File: config.mk
export PLATFORM = sky130hd
export DESIGN_NAME = turn_arbiter
export DESIGN_NICKNAME = d
export VERILOG_FILES = /design/src/rtl/connect4_pkg.sv /design/src/rtl/turn_timer.sv /design/src/rtl/turn_arbiter.sv
export SDC_FILE = /design/constraint.sdc
export NUM_CORES = 1
export LEC_CHECK = 0
export CORE_UTILIZATION = 46
export CTS_CLUSTER_DIAMETER = 30
export CTS_CLUSTER_SIZE = 10
export DETAILED_ROUTE_END_ITERATION = 12
export PLACE_DENSITY = 0.71
export SYNTH_ARGS = -nofsm -noshare
export SYNTH_HDL_FRONTEND = slang
export SYNTH_SLANG_ARGS = --single-unit
File: constraint.sdc
create_clock -name clk -period 2.5 [get_ports clk]
set_clock_uncertainty 0.2 [all_clocks]
set_input_delay 0.375 -clock clk [delete_from_list [all_inputs] [get_ports clk]]
set_output_delay 0.375 -clock clk [all_outputs]
set_load 0.02 [all_outputs]
File: src/rtl/connect4_pkg.sv
// Shared types and constants for the Connect4 turn arbiter and its neighbours.
package connect4_pkg;

  typedef enum logic [2:0] {IDLE, WAIT_MOVE, LOAD, SETTLE, SWAP} arb_state_t;

  localparam logic [1:0] CELL_EMPTY = 2'b00;
  localparam logic [1:0] CELL_FPGA  = 2'b01;
  localparam logic [1:0] CELL_ARD   = 2'b10;

  localparam logic PLAYER_FPGA = 1'b0;
  localparam logic PLAYER_ARD  = 1'b1;

endpackage

File: src/rtl/turn_timer.sv
// Per-turn countdown: counts CLK_HZ cycles per second while run is high, flags expiry
// once TURN_SECS whole seconds have elapsed.
module turn_timer #(
  parameter int CLK_HZ    = 50_000_000,
  parameter int TURN_SECS = 10
) (
  input  logic       clk,
  input  logic       rst,
  input  logic       clear,
  input  logic       run,
  output logic [3:0] secs_left,
  output logic       expired
);
  localparam int CYC_W = (CLK_HZ > 1) ? $clog2(CLK_HZ) : 1;

  logic [CYC_W-1:0] cyc;
  logic [3:0]       secs;

  always_ff @(posedge clk or negedge rst) begin
    if (!rst) begin
      cyc  <= '0;
      secs <= '0;
    end else if (clear) begin
      cyc  <= '0;
      secs <= '0;
    end else if (run && !expired) begin
      if (cyc == CYC_W'(CLK_HZ - 1)) begin
        cyc  <= '0;
        secs <= secs + 4'd1;
      end else begin
        cyc <= cyc + 1'b1;
      end
    end
  end

  // Seconds stop advancing at expiry, so the remaining count saturates at zero.
  assign expired   = (secs >= 4'(TURN_SECS));
  assign secs_left = expired ? 4'd0 : 4'(TURN_SECS) - secs;

endmodule

File: src/rtl/turn_arbiter.sv
// Connect4 turn arbiter: grants the player on turn, times the turn and drives the loader.
// Build option AUTO_MOVE_EN: an expired turn drops a piece in the lowest free column.
module turn_arbiter
  import connect4_pkg::*;
#(
  parameter int CLK_HZ        = 50_000_000,
  parameter int TURN_SECS     = 10,
  parameter int COLS          = 7,
  parameter int SETTLE_CYCLES = 2
) (
  input  logic            clk,
  input  logic            rst,
  input  logic            start,
  input  logic            first_player,
  input  logic            game_over,
  input  logic            fpga_req,
  input  logic [2:0]      fpga_col,
  input  logic            ard_req,
  input  logic [2:0]      ard_col,
  input  logic [COLS-1:0] col_full,
  output logic            load_en,
  output logic [2:0]      load_col,
  output logic [1:0]      load_val,
  output logic            fpga_ack,
  output logic            ard_ack,
  output logic            reject,
  output logic            timeout,
  output logic            turn_player,
  output logic [3:0]      secs_left
);
  localparam int SC_W = (SETTLE_CYCLES > 1) ? $clog2(SETTLE_CYCLES) : 1;

  arb_state_t      state, state_nx;
  logic [SC_W-1:0] settle_cnt;
  logic            fpga_blk, ard_blk;
  logic            expired, timer_clear, timer_run;
  logic            cur_req, cur_blk, cur_legal, move_ok, bad_req, settle_done;
  logic [2:0]      cur_col;
  logic            fpga_ack_nx, ard_ack_nx, reject_nx, timeout_nx, load_en_nx, load_set;
  logic [2:0]      load_col_nx;
  logic            auto_hit;
  logic [2:0]      auto_col;

  function automatic logic col_ok(input logic [2:0] col, input logic [COLS-1:0] full);
    col_ok = 1'b0;
    for (int c = 0; c < COLS; c++)
      if (col == 3'(c)) col_ok = !full[c];
  endfunction

  turn_timer #(.CLK_HZ(CLK_HZ), .TURN_SECS(TURN_SECS)) u_timer (
    .clk       (clk),
    .rst       (rst),
    .clear     (timer_clear),
    .run       (timer_run),
    .secs_left (secs_left),
    .expired   (expired)
  );

`ifdef AUTO_MOVE_EN
  always_comb begin
    auto_hit = 1'b0;
    auto_col = '0;
    for (int c = COLS - 1; c >= 0; c--)
      if (!col_full[c]) begin
        auto_hit = 1'b1;
        auto_col = 3'(c);
      end
  end
`else
  assign auto_hit = 1'b0;
  assign auto_col = '0;
`endif

  // Only the player on turn is looked at; a held illegal request rejects once.
  assign cur_req     = (turn_player == PLAYER_ARD) ? ard_req : fpga_req;
  assign cur_col     = (turn_player == PLAYER_ARD) ? ard_col : fpga_col;
  assign cur_blk     = (turn_player == PLAYER_ARD) ? ard_blk : fpga_blk;
  assign cur_legal   = col_ok(cur_col, col_full);
  assign move_ok     = (state == WAIT_MOVE) && cur_req && cur_legal;
  assign bad_req     = (state == WAIT_MOVE) && cur_req && !cur_legal && !cur_blk;
  assign settle_done = (settle_cnt == SC_W'(SETTLE_CYCLES - 1));

  always_ff @(posedge clk or negedge rst) begin
    if (!rst) state <= IDLE;
    else      state <= state_nx;
  end

  always_comb begin
    state_nx = state;
    if (game_over) begin
      state_nx = IDLE;
    end else begin
      case (state)
        IDLE:      if (start) state_nx = WAIT_MOVE;
        WAIT_MOVE: if (move_ok) state_nx = LOAD;
                   else if (expired) state_nx = auto_hit ? SETTLE : SWAP;
        LOAD:      state_nx = SETTLE;
        SETTLE:    if (settle_done) state_nx = SWAP;
        SWAP:      state_nx = WAIT_MOVE;
        default:   state_nx = IDLE;
      endcase
    end
  end

  always_comb begin
    fpga_ack_nx = 1'b0;
    ard_ack_nx  = 1'b0;
    reject_nx   = 1'b0;
    timeout_nx  = 1'b0;
    load_en_nx  = 1'b0;
    load_set    = 1'b0;
    load_col_nx = cur_col;
    timer_run   = (state == WAIT_MOVE);
    timer_clear = (state == SWAP) || ((state == IDLE) && start);
    if (!game_over) begin
      if (move_ok) begin
        fpga_ack_nx = (turn_player == PLAYER_FPGA);
        ard_ack_nx  = (turn_player == PLAYER_ARD);
        load_set    = 1'b1;
      end else if ((state == WAIT_MOVE) && expired) begin
        timeout_nx = 1'b1;
        if (auto_hit) begin
          load_en_nx  = 1'b1;
          load_set    = 1'b1;
          load_col_nx = auto_col;
        end
      end
      if (bad_req) reject_nx = 1'b1;
      if (state == LOAD) load_en_nx = 1'b1;
    end
  end

  // Registered strobes: request seen in N gives ack in N+1 and load_en in N+2.
  always_ff @(posedge clk or negedge rst) begin
    if (!rst) begin
      fpga_ack    <= 1'b0;
      ard_ack     <= 1'b0;
      reject      <= 1'b0;
      timeout     <= 1'b0;
      load_en     <= 1'b0;
      load_col    <= '0;
      load_val    <= CELL_EMPTY;
      turn_player <= PLAYER_FPGA;
      settle_cnt  <= '0;
      fpga_blk    <= 1'b0;
      ard_blk     <= 1'b0;
    end else begin
      fpga_ack <= fpga_ack_nx;
      ard_ack  <= ard_ack_nx;
      reject   <= reject_nx;
      timeout  <= timeout_nx;
      load_en  <= load_en_nx;
      if (load_set) begin
        load_col <= load_col_nx;
        load_val <= (turn_player == PLAYER_ARD) ? CELL_ARD : CELL_FPGA;
      end
      if ((state == IDLE) && start && !game_over) turn_player <= first_player;
      else if ((state == SWAP) && !game_over)     turn_player <= ~turn_player;
      settle_cnt <= (state == SETTLE) ? settle_cnt + 1'b1 : '0;
      fpga_blk   <= fpga_req && (fpga_blk || (reject_nx && (turn_player == PLAYER_FPGA)));
      ard_blk    <= ard_req && (ard_blk || (reject_nx && (turn_player == PLAYER_ARD)));
    end
  end

endmodule

==> flow_summary.json <==
{
  "status": "finished with violations",
  "violations": "setup timing",
  "p_clk_frac": 0.245,
  "grt_pass1_vias": 2328,
  "syn-cell-area_mm2": 0.002609,
  "p_int_mw": 1.601,
  "hold_viol": 0,
  "layout_common_cells": "46 x dfrtp_1, 44 x buf_4, 36 x nor2_1",
  "netlist_instances": 283,
  "drtIter0Drc": 160,
  "tightest_slew_ns": 0.5845,
  "p_sw_frac": 0.3233,
  "cts_buffer_depth": 2,
  "crit_type": "register to register",
  "antenna_found_initial": 0,
  "syn_to_final_growth_pct": 38.42,
  "routabilityCongestion": 0.8676,
  "setup_viol": 7,
  "ys.flop_type": "dfrtp_1",
  "synthTopCellsByArea": "dfrtp_1 45%, nor2_1 5.2%, nand2_1 4.5%",
  "clk_latency_ns": 0.30,
  "ys_async_sr_fraction": 1.000,
  "htreeDepth": 2,
  "synth_area_leader_cell": "dfrtp_1",
  "layout-drive-gt1-share": 0.2276,
  "clkTransAtPathRegs_ns": 0.09,
  "finalSetupTns_ns": -0.1648,
  "worst_path_max_delay_cell": "a221o_2",
  "synthDistinctLibCells": 51,
  "tritoncts": "built",
  "grt_first_pass_wirelength_mm": 10.66,
  "path_buf_inv": 3,
  "drcViolationCount": 0,
  "wire_per_inst_um": 15.07,
  "cp_cell_sequence": "inv_1 -> ha_4 -> o31a_1 -> a221o_2 -> buf_6 -> nor4_4 -> buf_4 -> nand3_1 -> mux2i_1 -> nor2_1",
  "hp-start": "fpga_blk$_DFF_PN0_",
  "layout_commonest_cell": "dfrtp_1",
  "rows": 27,
  "port_buffers": 34,
  "synth_edf_count": 0,
  "ys_ff_latch": 47,
  "clkSinkCount": 47,
  "ir_worst_vdd_mv": 0.5735,
  "startpoint": "u_timer.secs[0]$_DFFE_PN0P_",
  "groute.usage.overall": 0.2213,
  "placed_cell_area_mm2": 0.003319,
  "p_switching_mw": 0.7650,
  "fp.dieH_um": 77.31,
  "p_per_area_mw_per_mm2": 655.2,
  "postRouteAntennaNets": 0,
  "hpwl_mm": 4.554,
  "floorplan.die_area_mm2": 0.005976,
  "ios": 35,
  "max_stage_delay_ns": 0.49,
  "numCtsBuffers": 5,
  "grt_max_degree": 25,
  "cts_root_buffer": "clkbuf_8",
  "yosys_warnings": 0,
  "yosysTopAreaCellShare": 0.4508,
  "vias": 2490,
  "ys_seq_area_frac": 0.4508,
  "final_nets": 391,
  "place_inst": 422,
  "syn_nets": 306,
  "die_w_um": 77.31,
  "critPathRequiredTime_ns": 2.47,
  "hold_path_class": "register to register",
  "first_pass_iters": 4,
  "cp.arrival_ns": 2.52,
  "start_kind": "register",
  "final_cells": 441,
  "whs_ns": 0.2666,
  "dp_slack_ns": -0.07321,
  "finalMaxSlewViolations": 0,
  "rsz0062_at_grt": "true",
  "drv_cap": 0,
  "end_kind": "register",
  "drt-vias-per-instance": 5.646,
  "timing.rr.start": "u_timer.secs[0]$_DFFE_PN0P_",
  "syn_avg_cell_area_um2": 9.218,
  "p_comb_frac": 0.364,
  "start_util": 0.4767,
  "utilization": 0.6598,
  "crit_family": "compound AO/OA/AOI/OAI gates",
  "wirelength_mm": 6.644,
  "p_seq_frac": 0.391,
  "p_total_mw": 2.366,
  "worst_slew_margin_rel": 0.6104,
  "fillers": 438,
  "post-route-period-util": 1.018,
  "leakagePower_nw": 1.630,
  "gr-total-overflow": 0,
  "diodes": 0,
  "final_area_mm2": 0.003611,
  "core_area_mm2": 0.005473,
  "max_freq_ghz": 0.3929,
  "finalWorstSetupSlack_ns": -0.04536,
  "critical_path.max_fanout": 6,
  "period_needed_ns": 2.545
}
## synth_stat cells (2+ instances only)
library cell	count
inv_1	8
o21bai_1	2
buf_2	2
nor2b_1	7
o21ai_1	2
a31oi_1	5
nor2_1	36
clkbuf_1	3
and2_1	2
a21oi_1	12
ha_1	3
dfrtp_1	47
nor3_1	4
mux2i_1	6
nand3_1	16
o21ai_0	15
o41ai_1	3
o22ai_1	3
nand2b_1	8
mux2_2	3
nand3b_1	2
and3_1	6
nand4_1	4
xnor2_1	3
nor4_1	3
a221oi_1	3
or4_1	2
or3_1	4
nand2_1	31
xor2_1	11
o31ai_1	7
## worst register-to-register path: cells and delay by family (launching register included)
family,cells,cell delay [ns]
simple gates,3,0.26
flops,1,0.38
compound gates,2,0.81
buf+inv,3,0.44
fa+ha+maj,1,0.17
mux,1,0.16
## state kept, by name, indices dropped and copies added, names as in the netlist
| signal | flops |
|---|---|
| settle_cnt | 1 |
| ard_blk | 1 |
| load_en | 1 |
| load_col | 3 |
| fpga_ack | 1 |
| reject | 1 |
| u_timer.cyc | 26 |
| ard_ack | 1 |
| u_timer.secs | 4 |
| fpga_blk | 1 |
| state | 3 |
| turn_player | 1 |
| load_val | 2 |
| timeout | 1 |
## path summary, 6_finish.rpt
kind,end,slack [ns],depth (start not counted)
max in group asynchronous,ard_ack$_DFF_PN0_,1.16,3
min in group asynchronous,load_en$_DFF_PN0_,0.41,2
worst min-delay path,reject$_DFF_PN0_,0.27,1
worst max register to register,u_timer.cyc[16]$_DFFE_PN0P_,-0.05,10
worst min register to register,reject$_DFF_PN0_,0.27,1
worst max-delay path,u_timer.cyc[16]$_DFFE_PN0P_,-0.05,10
## layer usage
layer,share of wire,vias to the layer above,global-route usage
li1,-,1187,-
met1,0.45,1228,0.3028
met2,0.49,66,0.3664
met3,0.043,9,0.03214
met4,0.013,0,0.05472
met5,0,-,0
## cells by family after synthesis
kind of cell,synth area share
XOR/XNOR,0.04700
flip-flops,0.4508
AO/OA/AOI/OAI,0.1530
adder cells (fa/ha/maj),0.01439
buffers and inverters,0.02686
multiplexers,0.03597
AND/OR/NAND/NOR,0.2719
## final cells by class
type	count	area (um^2)	area share
multi-input combinational	221	1439	0.3985
sequential	47	1177	0.3261
timing repair buffer	85	757.0	0.2096
tap	72	90.09	0.02495
clock buffer	6	82.58	0.02287
clock inverter	2	35.03	0.009702
inverter	8	30.03	0.008316
## power by group through the flow
stage          Sequential (mW)  Combinational [mW]  Clock [mW]
2_1_floorplan            0.970               0.378           0
3_3_place_gp             0.937               0.787           0
3_5_place_dp             0.936               0.791           0
4_1_cts                  0.923               0.813       0.591
5_1_grt                  0.934               0.931       0.619
6_report                 0.925               0.860       0.581
## what timing repair did
item / 4_1_cts / 5_1_grt
setup endpoints to repair: 11 / 20
pin swaps: 4 / 10
hold buffers: 1 / 0
hold endpoints to repair: 23 / 0
gates resized for setup: 6 / 29
buffers inserted: 3 / 6
cloned: 0 / 1
(Power assumes the default switching activity.)
